**src/rtl/interval_timer_bank.sv**
```systemverilog
// Bank of independent programmable interval timers sharing one prescale value and one config write port.
// Each channel counts prescaled strobes to its period, then pulses tick and reloads or stops.
module interval_timer_bank #(
   parameter int unsigned WIDTH    = 28,
   parameter int unsigned CHANNELS = 4,
   parameter int unsigned PRE_W    = 8,
   parameter int unsigned CH_W     = 2
) (
   input  logic                clock,
   input  logic                reset,
   input  logic                cfg_we,
   input  logic [CH_W-1:0]     cfg_chan,
   input  logic [WIDTH-1:0]    cfg_period,
   input  logic                cfg_periodic,
   input  logic [PRE_W-1:0]    prescale,
   input  logic [CHANNELS-1:0] start,
   input  logic [CHANNELS-1:0] stop,
   output logic [CHANNELS-1:0] tick,
   output logic [CHANNELS-1:0] running,
   output logic                any_tick
);

   typedef enum logic {
      ST_IDLE = 1'b0,
      ST_RUN  = 1'b1
   } state_t;

   state_t              r_state     [CHANNELS];
   state_t              w_state_nxt [CHANNELS];
   logic [WIDTH-1:0]    r_period    [CHANNELS];
   logic                r_mode      [CHANNELS];
   logic [WIDTH-1:0]    r_cnt       [CHANNELS];
   logic [WIDTH-1:0]    w_cnt_nxt   [CHANNELS];
   logic [PRE_W-1:0]    r_pre       [CHANNELS];
   logic [PRE_W-1:0]    w_pre_nxt   [CHANNELS];
   logic [CHANNELS-1:0] w_cfg_hit;
   logic [CHANNELS-1:0] w_tick_nxt;
   logic [CHANNELS-1:0] r_tick;
   logic                r_any_tick;

   // Next-state and counter update per channel: stop > start > counting.
   always_comb begin
      for (int unsigned i = 0; i < CHANNELS; i++) begin
         w_state_nxt[i] = r_state[i];
         w_cnt_nxt[i]   = r_cnt[i];
         w_pre_nxt[i]   = r_pre[i];
         w_tick_nxt[i]  = 1'b0;
         w_cfg_hit[i]   = cfg_we && (cfg_chan == CH_W'(i));

         if (stop[i]) begin
            w_state_nxt[i] = ST_IDLE;
            w_cnt_nxt[i]   = '0;
            w_pre_nxt[i]   = '0;
         end else if (start[i]) begin
            w_state_nxt[i] = ST_RUN;
            w_cnt_nxt[i]   = '0;
            w_pre_nxt[i]   = '0;
         end else if (r_state[i] == ST_RUN) begin
            if (r_pre[i] != prescale) begin
               w_pre_nxt[i] = r_pre[i] + PRE_W'(1);
            end else begin
               w_pre_nxt[i] = '0;
               // >= so a period shrunk below cnt terminates instead of wrapping
               if (r_cnt[i] >= r_period[i]) begin
                  w_tick_nxt[i] = 1'b1;
                  w_cnt_nxt[i]  = '0;
                  if (!r_mode[i]) begin
                     w_state_nxt[i] = ST_IDLE;
                  end
               end else begin
                  w_cnt_nxt[i] = r_cnt[i] + WIDTH'(1);
               end
            end
         end
      end
   end

   // State, counters, configuration and registered outputs.
   always_ff @(posedge clock) begin
      if (reset) begin
         for (int unsigned i = 0; i < CHANNELS; i++) begin
            r_state[i]  <= ST_IDLE;
            r_period[i] <= '0;
            r_mode[i]   <= 1'b0;
            r_cnt[i]    <= '0;
            r_pre[i]    <= '0;
         end
         r_tick     <= '0;
         r_any_tick <= 1'b0;
      end else begin
         for (int unsigned i = 0; i < CHANNELS; i++) begin
            r_state[i] <= w_state_nxt[i];
            r_cnt[i]   <= w_cnt_nxt[i];
            r_pre[i]   <= w_pre_nxt[i];
            if (w_cfg_hit[i]) begin
               r_period[i] <= cfg_period;
               r_mode[i]   <= cfg_periodic;
            end
         end
         r_tick     <= w_tick_nxt;
         r_any_tick <= |w_tick_nxt;
      end
   end

   always_comb begin
      for (int unsigned i = 0; i < CHANNELS; i++) begin
         running[i] = (r_state[i] == ST_RUN);
      end
   end

   assign tick     = r_tick;
   assign any_tick = r_any_tick;

endmodule

```
**config.mk**
```make
export PLATFORM = sky130hd
export DESIGN_NAME = interval_timer_bank
export DESIGN_NICKNAME = d
export VERILOG_FILES = /design/src/rtl/interval_timer_bank.sv
export SDC_FILE = /design/constraint.sdc
export NUM_CORES = 1
export LEC_CHECK = 0
export CORE_MARGIN = 2
export CORE_UTILIZATION = 60
export DETAILED_ROUTE_END_ITERATION = 7
export HOLD_SLACK_MARGIN = 0.03
export PLACE_DENSITY = 0.81
export SETUP_SLACK_MARGIN = 0.1
export SYNTH_ARGS = -nofsm -noshare
export SYNTH_HDL_FRONTEND = slang
export SYNTH_SLANG_ARGS = --single-unit
```
**constraint.sdc**
```tcl
create_clock -name clock -period 4.35 [get_ports clock]
set_input_delay 1.0875 -clock clock [delete_from_list [all_inputs] [get_ports clock]]
set_output_delay 1.0875 -clock clock [all_outputs]
set_load 0.1 [all_outputs]
```
### After elaboration in Yosys (flattened, before gate mapping)

Memory sizes are Yosys's and may differ from the RTL's.
Index checks and enable logic that the tools add are counted.

| cells by class | value |
|---|---|
| reduce and logical (&&, ||, !) cells | 6 |
| muxes and demuxes | 115 |
| bitwise operators | 20 |
| magnitude comparators | 4 |
| equal/unequal tests | 7 |
| add/subtract/negate cells | 8 |

Operators by type and width:

| kind | number |
|---|---|
| two-way mux 28 bit | 28 |
| two-way mux 8 bit | 20 |
| adder 28 x 1 -> 28 bit, second input constant | 4 |
| greater-or-equal comparator 28 bit | 4 |
| two-way mux 1 bit | 67 |
| adder 8 x 1 -> 8 bit, second input constant | 4 |
| inequality test 8 bit | 4 |
| bitwise OR 1 bit | 20 |
| equality test 2 bit, second input constant | 2 |
| logical AND 1 bit | 4 |
| OR reduction 4 bit | 1 |
| equality test 2 x 1 -> 1 bit, second input constant | 1 |
| zero test 2 bit | 1 |

| word-level totals | value |
|---|---|
| logic and storage cells | 167 |
| memories | 5 |
| RAM bits | 264 |
| register bits | 5 |
| input port bits | 50 |
| output and inout bits | 9 |

Memory list:

| memory | words | bits a word | read ports | clocked after Yosys merged registers in | wr ports | RTL line | source |
|---|---|---|---|---|---|---|---|
| r_cnt | 4 | 28 | 4 | 0 | 4 | 32 | `logic [WIDTH-1:0] r_cnt [CHANNELS];` |
| r_period | 4 | 28 | 4 | 0 | 4 | 30 | `logic [WIDTH-1:0] r_period [CHANNELS];` |
| r_pre | 4 | 8 | 4 | 0 | 4 | 34 | `logic [PRE_W-1:0] r_pre [CHANNELS];` |
| r_mode | 4 | 1 | 4 | 0 | 4 | 31 | `logic r_mode [CHANNELS];` |
| r_state | 4 | 1 | 4 | 0 | 4 | 28 | `state_t r_state [CHANNELS];` |

### Depth between registers and ports, before layout

Gate-level depths: netlist of run 1.

| logic depth | value |
|---|---|
| depth in word-level cells | 7 |
| depth in mapped cells | 11 |
| gate-level depth less buffers | 9 |

### Least setup slack after synthesis of run 1

Ideal clock, no wire load.

| timing | value |
|---|---|
| path type | input -> register |
| from | in prescale[2] |
| to | mem r_cnt[0][20] |
| path buffers | 1 |
| arrival | 2.813 ns |
| setup slack | 1.421 ns |
| stages | 8 |
| cells stage by stage | clkbuf_1 xnor2_1 nand4_1 or4_4 nor4_4 and3_1 xnor2_1 nor2_2 |

RTL lines:

| element | RTL line | source |
|---|---|---|
| from (decl) | 15 | `input logic [PRE_W-1:0] prescale,` |
| to (decl) | 32 |  |

==> results.txt, run 1 <==
power density over cell area: 359 nW/um^2
worst r2r src: r_cnt[3][23]$_SDFFE_PP0P_
Total Power: 5.78 mW
register area share after synthesis: 46.1%
Setup-failing EPs final: 0
drt pass-1 iters: 7
top cell type's share of synthesized area: 24.5%
CTS Buf Count: 29
crit-path max FO: 9
Core Footprint: 23300 um^2
buffers and inverters on the worst path: 1
Max Freq: 290 MHz
Finished Cell Area: 16100 um^2
WL final: 31800 um
routed vias/inst: 5.55
initial core utilization: 60.8%
TNS Setup: 0 ps
hold path depth: 2
worst reg2reg setup slack: 1540 ps
outcome: complete, no violations
Fill cells: 1741
placed cell area: 15000 um^2
Tot GR Track Use: 25.9%
fin crit share: 79.3%
RSZ-0062 raised after global routing: false
sequence of cells on the critical path: clkdlybuf4s50_1
critical hold path startpoint: r_cnt[3][0]$_SDFFE_PP0P_
Area Growth Syn to Fin: 13.3%
Core Util, Final: 69.0%
final setup margin: 902 ps
worst slew pin tran: 1000 ps
CP endpoint kind: output pin
slowest stage delay, CP: 1240 ps
root buf cell: clkbuf_16
# rows: 56
Iteration-0 DRC Markers: 553
Crit Reg-Reg Endpoint: any_tick$_SDFF_PP0_
initial antenna violation count: 1
Die ar.: 24900 um^2
Routed Antenna Nets: 0
Clock Latency Late Sink: 560 ps
die height: 158 um
CP max stage cell: clkdlybuf4s50_1
Max Slew Vio Count: 0
pin count of the biggest net entering global routing: 30
share of layout cells above drive strength 1: 6.14%
pre-CTS WS: 669 ps
Post-synth ARST share: 0%
Fin. Hold Viols: 0
FF+latch count, synth: 269
worst clock skew: 25.4 ps
HP Class: flop to flop
reg2reg path depth: 8
Syn. warnings: 0
vias in the first global route: 10200
Synth area leaders: edfxtp_1 (25%), dfxtp_1 (22%), ha_1 (11%)
first-pass GRT wire length: 50600 um
Startpoint Class: flop
Syn Inst Count: 1455
Crit Path Category: flop to output pin
Nets: 1677
DR WL/cell: 17.2 um
post_cts resized: 0
number of I/O port buffers: 58
Post-synth EDFFs: 116
HPWL after DPL: 23500 um
Overflow after GRT: 0
Post CTS Setup Buffer Count: 0
Worst path top cell family by delay: buffers and inverters
Arr. time, crit path: 2360 ps
most frequent cells in the layout: nor2_1 (188), dfxtp_1 (153), inv_1 (136)
CTS tree: built
fin crit period: 3450 ps
Max Cap Violations: 0
Hold Path End: r_cnt[3][0]$_SDFFE_PP0P_
Longest Clk Path Bufs: 3
vias post-DR: 10300
post-synthesis average cell area: 9.76 um^2
Rel. slew slack: 33.1%
hold buffer count at cts: 0
n_diodes: 0
Most used DFF post-synth: dfxtp_1
VDD IR-drop max: 0.000422 V
RD Place Congestion: 0.851
Cell variety after synth: 54
CP startpoint: r_state[2]$_SDFF_PP0_
I/O Pins: 59
Die Wd: 158 um
CTS H-tree lvls: 1
largest area contributor in the netlist: edfxtp_1
Post-Syn Nets: 1625
worst endpoint required time: 3260 ps
clk sinks: 269
commonest non-fill, non-tap cell in the layout: nor2_1
# DRC: 0
Leakage Power: 6.45 nW
Reg clk slew, reported paths: 60 ps
area of the mapped netlist: 14200 um^2
## stage by stage
step,hold slack (ps),instances
floorplan,457,1455
CTS,508,1849
global route,547,1849
global placement,477,1795
detailed placement,500,1795
finish,511,1849
## final cells by class
class                      instances  area, um^2  area share (%)
clock buffer                      34         754            4.69
clock inverter                    20         297            1.84
inverter                         136         510            3.17
multi-input combinational       1001        6910            43.0
sequential                       269        6550            40.7
tap                              319         399            2.48
timing repair buffer              70         671            4.17
## logic make-up after synthesis
logic type | share of synthesized area (%)
xor gates and xnor gates | 10.5
adders and majority gates | 10.6
AOI/OAI and AO/OA | 5.18
DFF | 46.1
buffers and inverters | 5.36
muxes | 0.282
and+or+nand+nor | 22.0
## cell usage after synthesis (5+ instances only)
cell type,count
a21o_1,19
a211oi_1,7
edfxtp_1,116
nand3_1,53
nand4_1,52
buf_6,5
nor3_1,34
dfxtp_1,153
and3_1,27
xnor2_1,86
xor2_1,73
inv_1,136
clkbuf_1,29
nand2_1,72
and4_1,8
ha_1,120
and2_1,122
nor2_1,188
a31oi_1,5
o21ai_0,17
buf_2,11
or3_1,9
a21oi_1,39
## layer usage
metal	wire length, um	part of all wire, %	global-route usage [%]
met1	13500	42	32.1
met2	15600	49	45.5
met3	1680	5.3	4.08
met4	1060	3.3	9.44
met5	0	0	0
## registers in the layout, summed over array words and instances, names as in the netlist
name / count
r_pre: 32
any_tick: 1
r_cnt: 112
r_state: 4
r_period: 112
tick: 4
r_mode: 4
## report_power, final
part | total [mW] | switching [mW] | internal [mW] | leakage (nW)
combinational | 0.340 | 0.214 | 0.127 | 3.56
sequential | 2.75 | 0.0316 | 2.72 | 2.37
clock | 2.69 | 1.03 | 1.66 | 0.509
total | 5.78 | 1.27 | 4.51 | 6.45
## how the worst max path moves through the flow
| stage | to | slack (ps) | depth (start not counted) |
|---|---|---|---|
| floorplan | r_cnt[0][20]$_SDFFE_PP0P_ | 1420 | 8 |
| global placement | r_cnt[2][27]$_SDFFE_PP0P_ | 710 | 8 |
| detailed placement | r_cnt[2][27]$_SDFFE_PP0P_ | 670 | 8 |
| CTS | running[2] | 880 | 1 |
| global route | running[2] | 850 | 1 |
| finish | running[2] | 900 | 1 |
Power figures use the tool's default switching activity.
==> run 2, diff against run 1 <==
==> constraint.sdc (replaced) <==
create_clock -name clock -period 3.6 [get_ports clock]
set_input_delay 0.9 -clock clock [delete_from_list [all_inputs] [get_ports clock]]
set_output_delay 0.9 -clock clock [all_outputs]
set_load 0.1 [all_outputs]
==> results.txt, run 2 (same netlist as run 1, synthesis figures left out) <==
Reg clk slew, reported paths: 60 ps (about the same)
power share of the clock group: 43.9% (-2.6 points)
HP Class: flop to flop
Max Freq: 342 MHz
Power Internal: 5.14 mW (+14%)
first-pass GRT wire length: 51100 um (+0.91%)
Die Wd: 158 um (unchanged)
Clock Latency Late Sink: 570 ps (about the same)
sequence of cells on the critical path: clkdlybuf4s50_1, xnor2_1, nand4_1, nor3_1, buf_4, nand4_1, nor3_1, xnor2_1, nor2_1
vias in the first global route: 10200 (-0.0098%)
TNS Setup: 0 ps (unchanged)
Area Growth Syn to Fin: 12.9%
Max Slew Vio Count: 0 (unchanged)
Finished Cell Area: 16000 um^2 (-0.37%)
Core Footprint: 23300 um^2 (unchanged)
I/O Pins: 59 (unchanged)
worst r2r src: r_cnt[3][23]$_SDFFE_PP0P_
most frequent cells in the layout: nor2_1 (188), dfxtp_1 (153), inv_1 (136)
pin count of the biggest net entering global routing: 30 (unchanged)
Sequential Power Share: 49.9% (+2.3 points)
die height: 158 um (unchanged)
initial antenna violation count: 0 (-1)
final setup margin: 675 ps (-228 ps)
post_cts resized: 0 (unchanged)
worst reg2reg setup slack: 800 ps (-740 ps)
Fin. Hold Viols: 0 (unchanged)
clk sinks: 269 (unchanged)
Routed Antenna Nets: 0 (unchanged)
reg2reg path depth: 9 (+1)
Leakage Power: 6.45 nW (+0.10%)
vias post-DR: 10300 (+0.039%)
Crit Path Category: input port to flop
worst slew pin tran: 973 ps (-27.1 ps)
WL final: 31400 um (-1.2%)
Setup-failing EPs final: 0 (unchanged)
share of layout cells above drive strength 1: 6.83% (+0.68 points)
Overflow after GRT: 0 (unchanged)
Longest Clk Path Bufs: 3 (unchanged)
NetSw: 1.52 mW (+19%)
routed vias/inst: 5.53 (-0.39%)
CTS H-tree lvls: 1 (unchanged)
Hold Path End: r_cnt[3][0]$_SDFFE_PP0P_
critical hold path startpoint: r_cnt[3][0]$_SDFFE_PP0P_
Nets: 1685 (+0.48%)
worst endpoint required time: 4040 ps (+780 ps)
CTS tree: built
initial core utilization: 60.8% (unchanged)
Rel. slew slack: 34.9% (+1.8 points)
Arr. time, crit path: 3360 ps (+1000 ps)
outcome: complete, no violations
hold buffer count at cts: 0 (unchanged)
root buf cell: clkbuf_16
DR WL/cell: 16.9 um (-1.6%)
Core Util, Final: 68.7% (-0.25 points)
VDD IR-drop max: 0.000399 V (-5.6%)
Tot GR Track Use: 26.1% (+0.18 points)
# DRC: 0 (unchanged)
Max Cap Violations: 0 (unchanged)
Total Power: 6.66 mW (+15%)
CTS Buf Count: 29 (unchanged)
CP endpoint kind: flop
n_diodes: 0 (unchanged)
power density over cell area: 416 nW/um^2 (+16%)
crit-path max FO: 11 (+2)
hold path depth: 2 (unchanged)
worst clock skew: 18.4 ps (-7.00 ps)
drt pass-1 iters: 5 (-2)
RSZ-0062 raised after global routing: false
slowest stage delay, CP: 640 ps (-600 ps)
Post CTS Setup Buffer Count: 0 (unchanged)
Crit Reg-Reg Endpoint: r_cnt[3][25]$_SDFFE_PP0P_
HPWL after DPL: 23500 um (about the same)
RD Place Congestion: 0.877 (+3.1%)
Iteration-0 DRC Markers: 530 (-4.2%)
Startpoint Class: input port
number of I/O port buffers: 58 (unchanged)
CP max stage cell: clkdlybuf4s50_1
combinational power share: 6.2% (+0.3 points)
# rows: 56 (unchanged)
fin crit period: 2930 ps
pre-CTS WS: 127 ps (-542 ps)
placed cell area: 15100 um^2 (+0.30%)
fin crit share: 81.3%
Die ar.: 24900 um^2 (unchanged)
Sw Ratio: 22.8% (+0.77 points)
Fill cells: 1737 (-0.23%)
commonest non-fill, non-tap cell in the layout: nor2_1
biggest regs: r_cnt (112), r_period (112), r_pre (32)
==> run 2: cell types whose count changed in the layout (fill, tap and decap cells not counted), moves of 2 or more <==
cell,delta
bufinv_16,-6
clkbuf_1,+2
clkbuf_8,+6
clkdlybuf4s50_1,-6
buf_4,+14
==> run 2: worst max-delay path, delay by kind of cell <==
family / cells / cell delay, ps
and+or+nand+nor: 5 / 1290
buffers and inverters: 2 / 850
xor gates and xnor gates: 2 / 310
==> run 2: routing by layer <==
metal	GRT usage (%)	wire length, um	vias to the layer above
met1	31.9	12900	4904
met2	45.8	15400	246
met3	4.65	1850	73
met5	0	0	-
met4	10.0	1320	0
li1	-	-	5051
==> run 2: how the worst max path moves through the flow <==
stage	slack, ps	to	cells past startpoint	start
after floorplan	860	r_cnt[0][20]$_SDFFE_PP0P_	8	prescale[2]
after global placement	190	r_cnt[2][27]$_SDFFE_PP0P_	8	prescale[7]
after detailed placement	130	r_cnt[2][27]$_SDFFE_PP0P_	8	prescale[3]
after CTS	660	tick[2]	1	tick[2]$_SDFF_PP0_
after global routing	510	r_cnt[1][22]$_SDFFE_PP0P_	9	prescale[3]
final	670	r_cnt[1][22]$_SDFFE_PP0P_	9	prescale[3]
==> run 2: per-stage QoR <==
stage	std cells	hold slack (ps)
floorplan	1455	457
global placement	1803	471
detailed placement	1803	485
CTS	1857	494
global route	1857	557
finish	1857	493
==> run 2: power groups by stage <==
stage | clock, mW | combinational [mW] | sequential [mW]
3_5_place_dp | 0 | 0.410 | 3.39
6_report | 2.93 | 0.414 | 3.32
4_1_cts | 2.96 | 0.417 | 3.32
5_1_grt | 3.07 | 0.459 | 3.33
2_1_floorplan | 0 | 0.253 | 3.37
3_3_place_gp | 0 | 0.393 | 3.38
==> run 2: final cells by class <==
class                           instances  area (um^2)  area share, %
Clock buffer                           42          845           5.27
Clock inverter                         12          103          0.640
Inverter                              136          510           3.18
Multi-Input combinational cell       1001         6910           43.1
Sequential cell                       269         6550           40.8
Tap cell                              319          399           2.49
Timing Repair Buffer                   78          716           4.46
==> run 3, diff against run 2 <==
--- a/config.mk
+++ b/config.mk
@@ -6,10 +6,10 @@
 export NUM_CORES = 1
 export LEC_CHECK = 0
 export CORE_MARGIN = 2
-export CORE_UTILIZATION = 60
+export CORE_UTILIZATION = 55
 export DETAILED_ROUTE_END_ITERATION = 7
 export HOLD_SLACK_MARGIN = 0.03
-export PLACE_DENSITY = 0.81
+export PLACE_DENSITY = 0.78
 export SETUP_SLACK_MARGIN = 0.1
 export SYNTH_ARGS = -nofsm -noshare
 export SYNTH_HDL_FRONTEND = slang
==> constraint.sdc (replaced) <==
create_clock -name clock -period 2.4 [get_ports clock]
set_input_delay 0.6 -clock clock [delete_from_list [all_inputs] [get_ports clock]]
set_output_delay 0.6 -clock clock [all_outputs]
set_load 0.1 [all_outputs]
==> results.txt, run 3 (same netlist as run 1, synthesis figures left out) <==
HPWL after DPL: 23800 um (+1.2%)
# rows: 58 (+3.6%)
Sequential Power Share: 43.5% (-6.4 points)
vias post-DR: 10800 (+5.5%)
crit path to: r_cnt[0][19]$_SDFFE_PP0P_
Leakage Power: 7.28 nW (+13%)
dpl cells: 1888 (+4.7%)
Power Internal: 8.99 mW (+75%)
first-pass GRT wire length: 52600 um (+3.0%)
worst clock skew: 15.5 ps (-2.95 ps)
Die ar.: 27100 um^2 (+8.9%)
CP endpoint kind: flop
Max Slew Vio Count: 0 (unchanged)
power density over cell area: 623 nW/um^2 (+50%)
Tot GR Track Use: 24.7% (-1.3 points)
Reg clk slew, reported paths: 70 ps (about the same)
root buf cell: clkbuf_16
most frequent cells in the layout: dfxtp_1 (144), inv_1 (123), and2_1 (122)
Area Growth Syn to Fin: 29.7%
Die Wd: 165 um (+4.3%)
die height: 165 um (+4.3%)
area of the multi-input gates: 7920 um^2 (+15%)
Finished Cell Area: 18400 um^2 (+15%)
fin crit period: 2470 ps
Total Power: 11.5 mW (+72%)
Max Freq: 405 MHz
Overflow after GRT: 0 (unchanged)
I/O Pins: 59 (unchanged)
RSZ-0062 raised after global routing: true
Arr. time, crit path: 2950 ps (-410 ps)
number of I/O port buffers: 58 (unchanged)
initial core utilization: 56.2% (-4.6 points)
hold slack: 512 ps (+18.5 ps)
post-route insts no fill: 1970 (+6.1%)
placed cell area: 15800 um^2 (+4.9%)
routed vias/inst: 5.50 (-0.58%)
pin count of the biggest net entering global routing: 30 (unchanged)
CTS tree: built
Crit Path Category: flop to flop
final setup margin: -71.8 ps (-746 ps)
CTS H-tree lvls: 1 (unchanged)
Rel. slew slack: 69.3% (+34 points)
Setup-failing EPs final: 22 (+22)
biggest regs: r_cnt (112), r_period (112), r_pre (32)
Crit Reg-Reg Endpoint: r_cnt[0][19]$_SDFFE_PP0P_
VDD IR-drop max: 0.000692 V (+73%)
Core Util, Final: 72.9% (+4.2 points)
worst reg2reg setup slack: -70 ps (-870 ps)
share of layout cells above drive strength 1: 22.9% (+16 points)
NetSw: 2.47 mW (+63%)
TNS Setup: -438 ps (-438 ps)
HP Class: flop to flop
Iteration-0 DRC Markers: 594 (+12%)
Fin. Hold Viols: 0 (unchanged)
CTS Buf Count: 30 (+3.4%)
drt pass-1 iters: 5 (unchanged)
Routed Antenna Nets: 0 (unchanged)
worst endpoint required time: 2880 ps (-1160 ps)
reg2reg path depth: 11 (+2)
failing checks: negative setup slack
critical hold path startpoint: r_cnt[3][0]$_SDFFE_PP0P_
Startpoint Class: flop
Max Cap Violations: 0 (unchanged)
pre-CTS WS: -559 ps (-686 ps)
hold buffer count at cts: 0 (unchanged)
crit-path max FO: 6 (-5)
# DRC: 0 (unchanged)
CP startpoint: r_period[0][21]$_SDFFCE_PN0P_
vias in the first global route: 10600 (+3.7%)
outcome: finished with violations
Clock Latency Late Sink: 550 ps (-20 ps)
Longest Clk Path Bufs: 3 (unchanged)
initial antenna violation count: 0 (unchanged)
WL final: 35800 um (+14%)
worst r2r src: r_period[0][21]$_SDFFCE_PN0P_
commonest non-fill, non-tap cell in the layout: dfxtp_1
clk sinks: 269 (unchanged)
worst slew pin tran: 458 ps (-515 ps)
RD Place Congestion: 0.909 (+3.6%)
Fill cells: 1646 (-5.2%)
DR WL/cell: 18.2 um (+7.3%)
Core Footprint: 25300 um^2 (+8.2%)
power share of the clock group: 49.4% (+5.5 points)
combinational power share: 7.1% (+0.9 points)
sequential cell area: 6560 um^2 (+0.17%)
Sw Ratio: 21.6% (-1.2 points)
Nets: 1785 (+5.9%)
fin crit share: 103%
-- run 3: cell types whose count changed in the layout (fill, tap and decap cells not counted), sizes merged --
| cell | delta |
|---|---|
| clkinvlp | -1 |
| clkdlybuf4s50 | -10 |
| buf | +96 |
| bufinv | +11 |
| dlygate4sd2 | +7 |
| clkbuf | -2 |
| diode | +1 |
-- run 3: metal layers --
metal	global-route usage [%]	share of wire, %
met1	31.1	42
met2	42.9	50
met3	4.19	5.3
met4	9.17	3.4
met5	0	0
-- run 3: critical path, cell delays in order, from the launching register on --
cell       delay, ps
edfxtp_1         390
inv_2             80
ha_4             200
a21o_1           170
a21o_1           170
a21oi_2          150
nor2_1            60
or3_4            430
o31a_1           300
buf_6            140
clkbuf_16        170
nor2_2           140
-- run 3: repair_timing --
item | CTS | global route
gates resized for setup | 50 | 212
pin swaps | 12 | 118
cloned | 3 | 8
setup endpoints to repair | 115 | 118
buffers inserted | 4 | 10
-- run 3: cell type report --
class                      count  area share (%)
tap                          330            2.24
clock inverter                22            2.30
antenna                        1          0.0136
inverter                     136            2.77
clock buffer                  34            4.44
multi-input combinational   1001            43.0
timing repair buffer         177            9.56
sequential                   269            35.6
-- run 3: worst min path at each step --
stage                                     endpoint  cells after the start
final                     r_cnt[3][0]$_SDFFE_PP0P_                      2
after global placement    r_cnt[3][0]$_SDFFE_PP0P_                      2
after detailed placement  r_cnt[3][0]$_SDFFE_PP0P_                      2
after CTS                 r_cnt[3][0]$_SDFFE_PP0P_                      2
after floorplan           r_cnt[3][0]$_SDFFE_PP0P_                      2
after global routing      r_cnt[3][0]$_SDFFE_PP0P_                      2
-- run 3: power by group through the flow --
stage               clock network [mW]  logic, mW  registers, mW
global route                      5.88      0.880           5.00
CTS                               5.69      0.702           4.98
global placement                     0      0.651           5.07
floorplan                            0      0.382           5.05
finish                            5.67      0.817           4.99
detailed placement                   0      0.676           5.08
